===== src/rtl/part_product_gen.sv =====
// Partial-product array front stage for the Dadda multiplier: AND array of a x b, registered once.
// Define PP_SIGNED_EN to build the Baugh-Wooley two's-complement array instead of the unsigned one.
module part_product_gen #(
  parameter int A_W = 8,
  parameter int B_W = 8
) (
  input  logic                 clk,
  input  logic                 rst,
  input  logic [A_W-1:0]       a,
  input  logic [B_W-1:0]       b,
  input  logic                 in_valid,
  output logic [B_W*A_W-1:0]   pp,
  output logic                 out_valid
);

  logic [B_W*A_W-1:0] pp_d, pp_q;
  logic               out_valid_d, out_valid_q;

  function automatic logic [B_W*A_W-1:0] pp_array(input logic [A_W-1:0] a_v,
                                                   input logic [B_W-1:0] b_v);
    logic [B_W*A_W-1:0] arr;
    logic [A_W-1:0]     row;
    arr = '0;
    for (int i = 0; i < B_W; i++) begin
      row = a_v & {A_W{b_v[i]}};
`ifdef PP_SIGNED_EN
      // Sign row/column bits are inverted; the corner bit is flipped twice, so it stays plain.
      if (i == B_W-1) row = row ^ {1'b0, {(A_W-1){1'b1}}};
      else            row = row ^ {1'b1, {(A_W-1){1'b0}}};
`endif
      arr[i*A_W +: A_W] = row;
    end
    return arr;
  endfunction

  always_comb begin
    pp_d        = pp_q;
    out_valid_d = 1'b0;
    if (in_valid) begin
      pp_d        = pp_array(a, b);
      out_valid_d = 1'b1;
    end
  end

  // Stage boundary: operands -> registered array
  always_ff @(posedge clk) begin
    if (rst) begin
      pp_q        <= '0;
      out_valid_q <= 1'b0;
    end else begin
      pp_q        <= pp_d;
      out_valid_q <= out_valid_d;
    end
  end

  assign pp        = pp_q;
  assign out_valid = out_valid_q;

endmodule


===== config.mk =====
export PLATFORM = sky130hd
export DESIGN_NAME = part_product_gen
export DESIGN_NICKNAME = d
export VERILOG_FILES = /design/src/rtl/part_product_gen.sv
export SDC_FILE = /design/constraint.sdc
export NUM_CORES = 1
export LEC_CHECK = 0
export CORE_MARGIN = 2
export CORE_UTILIZATION = 40
export DETAILED_ROUTE_END_ITERATION = 6
export PLACE_DENSITY_LB_ADDON = 0.12
export SETUP_SLACK_MARGIN = 0.15
export SKIP_LAST_GASP = 1
export SYNTH_ARGS = -nofsm -noshare
export SYNTH_HDL_FRONTEND = slang
export SYNTH_SLANG_ARGS = --single-unit

===== constraint.sdc =====
create_clock -name clk -period 2 [get_ports clk]
set_input_delay 0.3 -clock clk [delete_from_list [all_inputs] [get_ports clk]]
set_output_delay 0.3 -clock clk [all_outputs]
set_load 0.05 [all_outputs]

Yosys cells after proc, flatten, opt, wreduce, memory -nomap -nowiden

Index checks and enable logic that the tools add are counted.

Input bits: 19
Output and inout bits: 65
Logic and storage cells: 11
Register bits: 65

Bitwise gates (word level): 8
Mux-type cells: 1

Operators with widths:

| operator          | number |
|---|---|
| AND 8 bit         | 8 |
| two-way mux 1 bit | 1 |

Logic depth before layout (Yosys ltp)

Gate-level depths: netlist of the first run.

Word-level depth: 1
Gate-level depth with buffers: 5
Depth with buffers taken out: 2

Worst setup path after synthesis of the first run

Ideal clock, no wire load.

Path type: register to register
Start: register pp[51] (netlist name)
End: register pp_q[51], in the netlist pp[51]
Cell stages (with the launch flop): 3
Path buffers: 0
Setup slack: 976 ps
Data required time: 1912 ps
Arrival time: 936 ps
Clock period less this slack: 1024 ps
Setup time: 88 ps
Path through: dfxtp_1 > inv_1 > o32ai_2

RTL lines:

| what                 | line | text |
|---|---|---|
| end signal, assigned | 51   | `pp_q <= pp_d;` |
| end, declared        | 16   | `logic [B_W*A_W-1:0] pp_d, pp_q;` |

Final worst setup path of the first run

Start: register pp_q[0], in the netlist pp[0]
End: output port pp[0]

RTL lines:

| what          | line | text |
|---|---|---|
| end, declared | 12   | `output logic [B_W*A_W-1:0] pp,` |

No word-level cell between the ends.

==> results of run 1 <==
-- registers in the layout (all words and copies together), names as in the netlist --
register,flops
pp,64
out_valid,1
-- per-layer routing --
metal,share of wire [%],wire length (um),track usage [%]
met1,46,2900,27.8
met2,47,3000,31.2
met3,5.8,370,5.44
met4,1.3,80,7.97
met5,0,0,0
-- repair_timing --
item	4_1_cts	5_1_grt
gates resized for setup	0	1
setup buffers	0	0
endpoints found under the setup margin	0	1
-- how the worst max path moves through the flow --
| stage | end | slack [ns] |
|---|---|---|
| 2_1_floorplan | pp[51] | 0.98 |
| 3_3_place_gp | pp[0] | 0.55 |
| 3_5_place_dp | pp[51] | 0.55 |
| 4_1_cts | pp[0] | 0.19 |
| 5_1_grt | pp[7] | 0.16 |
| 6_report | pp[0] | 0.20 |
-- cell type report --
cell class	instances	area, um2	share of cell area, %
clock buffers	10	128	3.74
inverters	48	180	5.27
well taps	75	93.8	2.75
multi-input cells	111	790	23.1
clock inverters	6	35.0	1.03
flip-flops and latches	65	1300	38.1
repair buffers	90	888	26.0
-- power breakdown --
part / internal, mW / switching (mW) / total (mW)
Clock: 0.441 / 0.491 / 0.932
Sequential: 1.35 / 0.0255 / 1.37
Combinational: 0.172 / 0.329 / 0.501
-- per-stage QoR --
step	util (%)	instances	cell area, um2
2_1_floorplan	-	244	2380
6_report	58.7	405	3420
3_3_place_gp	55.9	389	3250
4_1_cts	58.7	405	3410
3_5_place_dp	55.9	389	3250
5_1_grt	58.7	405	3420
-- cell families after synthesis --
kind of cell	after synthesis	synth area share, %
simple gates	47	11.2
flops	65	54.7
buf+inv	68	12.1
compound gates	64	22.0
-- Yosys cell counts --
library cell,instances
o32ai_2,3
nand3_1,16
dfxtp_1,65
a21oi_1,16
buf_2,8
o32ai_1,45
nand2b_1,19
nand2b_2,4
inv_1,48
buf_6,2
nor2b_1,1
clkbuf_1,8
buf_4,2
nand2_1,7
==> results.md, run 1 <==
* Largest cells by area after synthesis: dfxtp_1, o32ai_1, inv_1
* Crit path kind: flop to output pin
* Crit path max fanout at 2
* Mapped Cells at approximately 240
* # DRC at 0
* Max-cap violations at 0
* CP cell instances: clkdlybuf4s50_1
* Gpl congestion at 0.750
* Skew final at 0 ns
* Hold_ws at 0.408 ns
* Part of the Yosys area used for sequential elements at 54.7%
* CTS sink count at 65
* WP data required at 1.70 ns
* # IOs at 84
* Max H-tree Level at 3
* Root Buffer: clkbuf_8
* Total gr overflow at 0
* Total power at roughly 2.8 mW
* PortBufs at 83
* Setup-failing EPs final at 0
* Final ANT Viol Nets at 0
* Die X at 81.1 um
* Initial Utilization at 40.9%
* R2r endpoint: pp[16]
* Commonest cells after routing, fill and taps aside: clkdlybuf4s50_1, dfxtp_1, inv_1
* Hold Path Depth at 3
* CP endpoint kind: output pin
* Outcome: finished, final reports clean
* Slowest CP cell: clkdlybuf4s50_1
* DR iter-0 viols at 155
* Yosys warnings at 0
* Slew Viols, Final at 0
* Die footprint at 6580 um2
* Post-synthesis net count at 263
* Synth-to-Final Area Change at 43.6%
* R2r setup slk at 1.26 ns
* Hold crit path type: input pin to flop
* Largest net degree at the start of global routing at 37
* Max incr delay on CP at 0.82 ns
* Min Tclk post-route at 1.80 ns
* DIE HEIGHT at 81.1 um
* Drt via density at 5.07
* Worst Hold Path EP: pp[56]
* Unrepaired setup endpoints after global routing: no
* Worst-path clk slew at 0.07 ns
* Maximum vdd drop at 0.406 mV
* CTS Buf Count at 9
* Layout cells sized above 1 at 9.39%
* Layout Nets at 344
* Leak at 1.15 nW
* Count of cell types in the netlist at 14
* Area fraction of the dominant cell type after synthesis at roughly 55%
* Max Clk Rate at 0.557 GHz
* WL/cell at about 16 um
* Stages on worst setup path at 1
* Max-Slew Margin vs Limit at around 64%
* Vias at 2055
* Post-DP HPWL at 4230 um
* Maximum root-to-sink buffer count at 2
* GR Util All Layers at 20.5%
* # diodes at 0
* First-pass GRT wire length at 10000 um
* Hold Buf Count CTS at 0
* Rows at 28
* CTS tree: yes
* Filler cell count at 561
* Core ar. at 5820 um2
* Crit path from: pp[0]
* Worst Setup Start Kind: flop
* Part of the cycle the worst path needs at 89.8%
* Detailed Route WL at 6350 um
* Vias in the first global route at about 2000
* Cell area after synthesis at 2380 um2
* Synth area leader: dfxtp_1
* Pre-CTS setup slack at 0.552 ns
* Crit path DAT at 1.50 ns
* Syn Area/Cell at 9.75 um2
* Commonest non-fill, non-tap cell in the layout: clkdlybuf4s50_1
* Worst reg2reg startpoint: pp[16]
* Final setup TNS at 0 ns
* Yosys reg bits at 65
* Final-report hold violation count at 0
* Power per cell area at 821 nW/um2
* Worst setup margin at 0.203 ns
* Number of iterations in the first detailed-routing pass at 4
* Worst Tran Pin Value at 0.537 ns
* Worst hold start: rst
* Initial antenna violation count at 0
* Sum of buffers and inverters on the critical path at 1
* Clk_lat worst skew at 0.32 ns
* Family with the most delay on the worst path: buffers and inverters
* R2R depth at 2
No activity file was read; power rests on OpenSTA's default activity.
==> inputs of run 2 (changes only) <==
--- a/config.mk
+++ b/config.mk
@@ -8,6 +8,7 @@
 export CORE_MARGIN = 2
 export CORE_UTILIZATION = 40
 export DETAILED_ROUTE_END_ITERATION = 6
+export MAX_ROUTING_LAYER = met4
 export PLACE_DENSITY_LB_ADDON = 0.12
 export SETUP_SLACK_MARGIN = 0.15
 export SKIP_LAST_GASP = 1
==> results.md, run 2 (synthesis gave the netlist of run 1 again) <==
* Outcome: finished, final reports clean
* Max Clk Rate at 0.557 GHz (about the same)
* Crit path DAT at 1.50 ns (about the same)
* Commonest non-fill, non-tap cell in the layout: clkdlybuf4s50_1
* Worst-path clk slew at 0.08 ns (about the same)
* Max reg flops at 64 (unchanged)
* WP data required at 1.70 ns (about the same)
* Maximum root-to-sink buffer count at 2 (unchanged)
* Family with the most delay on the worst path: buffers and inverters
* Comb pwr share at 17.8% (about the same)
* Drt via density at 5.07 (about the same)
* Rows at 28 (unchanged)
* Min Tclk post-route at 1.80 ns (-0.000707 ns)
* Switching power at 0.843 mW (-0.26%)
* Total gr overflow at 0 (unchanged)
* Final ANT Viol Nets at 0 (unchanged)
* Detailed Route WL at 6300 um (-0.87%)
* Final-report hold violation count at 0 (unchanged)
* Worst Tran Pin Value at 0.537 ns (-0.000316 ns)
* Clk_lat worst skew at 0.32 ns (about the same)
* Pint at 1.96 mW (about the same)
* WL/cell at 15.5 um (-0.87%)
* Layout cells sized above 1 at 9.39% (unchanged)
* Maximum vdd drop at 0.406 mV (about the same)
* Die footprint at 6580 um2 (unchanged)
* Max H-tree Level at 3 (unchanged)
* Unrepaired setup endpoints after global routing: no
* Vias in the first global route at 1965 (+0.15%)
* Largest net degree at the start of global routing at 37 (unchanged)
* Max incr delay on CP at 0.82 ns (about the same)
* Worst setup margin at 0.204 ns (+0.000707 ns)
* Slowest CP cell: clkdlybuf4s50_1
* # DRC at 0 (unchanged)
* Part of the cycle the worst path needs at 89.8% (about the same)
* Number of iterations in the first detailed-routing pass at 4 (unchanged)
* Initial Utilization at 40.9% (unchanged)
* DIE HEIGHT at 81.1 um (unchanged)
* PortBufs at 83 (unchanged)
* Crit path kind: flop to output pin
* Crit path max fanout at 2 (unchanged)
* First-pass GRT wire length at 10000 um (-0.13%)
* Gpl congestion at 0.759 (+1.3%)
* Die X at 81.1 um (unchanged)
* Final core occ at 58.7% (unchanged)
* CTS Buf Count at 9 (unchanged)
* Sw Ratio at 30.1% (-0.054 points)
* Layout Nets at 344 (unchanged)
* Sequential fraction of design power at 48.9% (about the same)
* GR Util All Layers at 21.1% (+0.57 points)
* Filler cell count at 561 (unchanged)
* Pre-CTS setup slack at 0.552 ns (unchanged)
* CP cell instances: clkdlybuf4s50_1
* Hold Buf Count CTS at 0 (unchanged)
* CTS sink count at 65 (unchanged)
* Final setup TNS at 0 ns (unchanged)
* Initial antenna violation count at 0 (unchanged)
* Clock network fraction of total power at 33.2% (about the same)
* Synth-to-Final Area Change at 43.6% (unchanged)
* Slew Viols, Final at 0 (unchanged)
* Worst Setup Start Kind: flop
* Skew final at 0 ns (unchanged)
* Core ar. at 5820 um2 (unchanged)
* # diodes at 0 (unchanged)
* Setup-failing EPs final at 0 (unchanged)
* CP endpoint kind: output pin
* Post-DP HPWL at 4230 um (unchanged)
* Power per cell area at 820 nW/um2 (about the same)
* Sum of buffers and inverters on the critical path at 1 (unchanged)
* Hold crit path type: input pin to flop
* CTS tree: yes
* Max-Slew Margin vs Limit at 64.1% (about the same)
* Commonest cells after routing, fill and taps aside: clkdlybuf4s50_1, dfxtp_1, inv_1
* Leak at 1.15 nW (unchanged)
* # IOs at 84 (unchanged)
* Root Buffer: clkbuf_8
* Vias at 2053 (-0.097%)
* DR iter-0 viols at 149 (-3.9%)
* Max-cap violations at 0 (unchanged)
-- run 2: cell counts in the layout (fill, tap and decap cells not counted) --
No cell type changed its count.
-- run 2: per-stage QoR --
| step | hold WS [ns] | power (mW) | cells | cell area [um2] |
|---|---|---|---|---|
| 6_report | 0.411 | 2.80 | 405 | 3420 |
| 4_1_cts | 0.388 | 2.84 | 405 | 3410 |
| 2_1_floorplan | 0.464 | 1.72 | 244 | 2380 |
| 3_5_place_dp | 0.461 | 1.90 | 389 | 3250 |
| 5_1_grt | 0.403 | 2.93 | 405 | 3420 |
| 3_3_place_gp | 0.454 | 1.90 | 389 | 3250 |
-- run 2: final timing paths --
kind	start	endpoint	slack [ns]	cells after the start
setup reg to reg	pp[20]	pp[20]	1.26	2
setup / recovery	pp[0]	pp[0]	0.20	1
hold reg to reg	pp[62]	pp[62]	0.47	2
hold / removal	rst	pp[58]	0.41	3
-- run 2: timing repair --
item                       in CTS  in global routing
setup endpoints to repair       0                  1
setup buffers                   0                  0
gates resized for setup         0                  1
-- run 2: final cells by class --
class	instances	area, um2	area share, %
clock buffers	10	128	3.74
clock inverters	6	35.0	1.03
inverters	48	180	5.27
multi-input cells	111	790	23.1
flip-flops and latches	65	1300	38.1
well taps	75	93.8	2.75
repair buffers	90	888	26.0
-- run 2: power groups by stage --
| stage | registers [mW] | clock network (mW) | logic [mW] |
|---|---|---|---|
| 6_report | 1.37 | 0.931 | 0.500 |
| 3_3_place_gp | 1.40 | 0 | 0.498 |
| 3_5_place_dp | 1.40 | 0 | 0.501 |
| 5_1_grt | 1.38 | 1.02 | 0.528 |
| 4_1_cts | 1.37 | 0.962 | 0.502 |
| 2_1_floorplan | 1.58 | 0 | 0.141 |
-- run 2: metal layers --
metal  wire length [um]  vias up  global-route usage (%)
met5                  0        -                       -
met4                 73        0                    7.97
met3                294        8                    4.78
met2               3020       58                    31.3
met1               2910      975                    28.0
li1                   -     1012                       -
==> inputs of run 3 (changes only) <==
--- a/config.mk
+++ b/config.mk
@@ -9,7 +9,7 @@
 export CORE_UTILIZATION = 40
 export DETAILED_ROUTE_END_ITERATION = 6
 export MAX_ROUTING_LAYER = met4
-export PLACE_DENSITY_LB_ADDON = 0.12
+export PLACE_DENSITY = 0.72
 export SETUP_SLACK_MARGIN = 0.15
 export SKIP_LAST_GASP = 1
 export SYNTH_ARGS = -nofsm -noshare
==> results.md, run 3 (synthesis gave the netlist of run 1 again) <==
* Skew final at 0 ns (unchanged)
* Maximum vdd drop at 0.399 mV (-1.8%)
* # DRC at 0 (unchanged)
* Leak at 1.22 nW (+6.1%)
* Post-DP HPWL at 4310 um (+2.0%)
* Core ar. at 5820 um2 (unchanged)
* Worst Tran Pin Value at 0.574 ns (+0.0372 ns)
* Commonest non-fill, non-tap cell in the layout: clkdlybuf4s50_1
* Crit path kind: flop to output pin
* Max Clk Rate at 0.552 GHz (-0.79%)
* First-pass GRT wire length at 9650 um (-3.5%)
* Initial antenna violation count at 0 (unchanged)
* Sum of buffers and inverters on the critical path at 1 (unchanged)
* Family with the most delay on the worst path: buffers and inverters
* Worst hold start: rst
* Detailed Route WL at 6300 um (about the same)
* Final-report hold violation count at 0 (unchanged)
* Final ANT Viol Nets at 0 (unchanged)
* Outcome: finished, final reports clean
* Pint at 2.12 mW (+8.4%)
* Post-route cell area at 3460 um2 (+1.3%)
* Commonest cells after routing, fill and taps aside: clkdlybuf4s50_1, dfxtp_1, inv_1
* Met2 Resource Use GR at 30.7% (-0.58 points)
* Vias at 2062 (+0.44%)
* Final setup TNS at 0 ns (unchanged)
* WP data required at 1.70 ns (about the same)
* Max incr delay on CP at 0.81 ns (about the same)
* Max reg flops at 64 (unchanged)
* GRT met3 Usage at 4.11% (-0.67 points)
* CTS tree: yes
* Number of iterations in the first detailed-routing pass at 4 (unchanged)
* Max-cap violations at 0 (unchanged)
* Max-Slew Margin vs Limit at 61.7% (-2.4 points)
* Initial Utilization at 40.9% (unchanged)
* Hold crit path type: input pin to flop
* Crit path DAT at 1.51 ns (about the same)
* Switching power at 0.849 mW (+0.71%)
* Max H-tree Level at 3 (unchanged)
* # diodes at 0 (unchanged)
* Min Tclk post-route at 1.81 ns (+0.0143 ns)
* PortBufs at 83 (unchanged)
* Slowest CP cell: clkdlybuf4s50_1
* Power per cell area at 859 nW/um2 (+4.7%)
* # IOs at 84 (unchanged)
* Worst Setup Start Kind: flop
* Vias in the first global route at 1918 (-2.4%)
* Slew Viols, Final at 0 (unchanged)
* Layout cells sized above 1 at 9.94% (+0.55 points)
* R2r endpoint: pp[9]
* Crit path max fanout at 2 (unchanged)
* Die footprint at 6580 um2 (unchanged)
* CTS sink count at 65 (unchanged)
* CTS Buf Count at 9 (unchanged)
* Post-DP Area at 3250 um2 (about the same)
* GR Util All Layers at 20.5% (-0.57 points)
* Maximum root-to-sink buffer count at 2 (unchanged)
* Sw Ratio at 28.6% (-1.5 points)
* DR iter-0 viols at 130 (-13%)
* R2R depth at 2 (unchanged)
* Worst Hold Path EP: pp[47]
* Root Buffer: clkbuf_8
* DIE HEIGHT at 81.1 um (unchanged)
* Die X at 81.1 um (unchanged)
* GR peak layer: met2
* Drt via density at 5.07 (about the same)
* CP endpoint kind: output pin
* Largest net degree at the start of global routing at 36 (-2.7%)
* Synth-to-Final Area Change at 45.4%
* Clk_lat worst skew at 0.34 ns (+0.02 ns)
* Clock network fraction of total power at 37.0% (+3.8 points)
* Hold Path Depth at 2 (-1)
* Worst reg2reg startpoint: pp[9]
* Unrepaired setup endpoints after global routing: no
* R2r setup slk at 1.19 ns (-0.07 ns)
* GR Layer Usage met1 at 26.7% (-1.3 points)
* Gpl congestion at 0.744 (-2.1%)
* Layout Nets at 346 (+0.58%)
* Part of the cycle the worst path needs at 90.5% (+0.72 points)
* Sequential fraction of design power at 46.2% (-2.7 points)
* Total gr overflow at 0 (unchanged)
* CP cell instances: clkdlybuf4s50_1
* Worst-path clk slew at 0.07 ns (about the same)
* Rows at 28 (unchanged)
* Setup-failing EPs final at 0 (unchanged)
* Comb pwr share at 16.7% (-1.1 points)
* WL/cell at 15.5 um (-0.41%)
run 3: routing by layer:
layer | share of wire [%] | routed length (um)
met1 | 45 | 2850
met2 | 49 | 3060
met3 | 4.7 | 294
met4 | 1.5 | 93
met5 | 0 | 0
run 3: how the worst max path moves through the flow:
| stage | from | to | slack, ns | cells after the start |
|---|---|---|---|---|
| finish | pp[10] | pp[10] | 0.19 | 1 |
| global route | pp[41] | pp[41] | 0.16 | 1 |
| CTS | pp[50] | pp[50] | 0.16 | 1 |
| detailed placement | in_valid | pp[6] | 0.45 | 3 |
| global placement | in_valid | pp[44] | 0.53 | 3 |
| floorplan | pp[51] | pp[51] | 0.98 | 2 |
run 3: stage by stage:
stage | hold slack, ns | cells | setup slack [ns] | total power [mW] | utilization (%)
3_3_place_gp | 0.459 | 391 | 0.528 | 1.90 | 55.9
4_1_cts | 0.362 | 407 | 0.159 | 2.99 | 59.3
3_5_place_dp | 0.462 | 391 | 0.454 | 1.90 | 55.9
6_report | 0.378 | 407 | 0.189 | 2.97 | 59.5
2_1_floorplan | 0.464 | 244 | 0.976 | 1.72 | -
5_1_grt | 0.394 | 407 | 0.156 | 3.07 | 59.5
run 3: layout make-up:
type | count | area, um2
Sequential cell | 65 | 1300
Tap cell | 75 | 93.8
Inverter | 48 | 180
Timing Repair Buffer | 92 | 898
Fill cell | 529 | 2360
Clock inverter | 5 | 55.1
Multi-Input combinational cell | 111 | 790
Clock buffer | 11 | 141
run 3: what timing repair did:
action                                  CTS  global route
setup buffers                             0             0
hold buffers                              0             0
endpoints found under the setup margin    0             4
resized for setup                         0             4
run 3: power groups by stage:
stage	sequential, mW	clock [mW]	combinational (mW)
2_1_floorplan	1.58	0	0.141
3_3_place_gp	1.40	0	0.493
3_5_place_dp	1.40	0	0.498
4_1_cts	1.38	1.12	0.499
5_1_grt	1.38	1.16	0.523
6_report	1.37	1.10	0.497
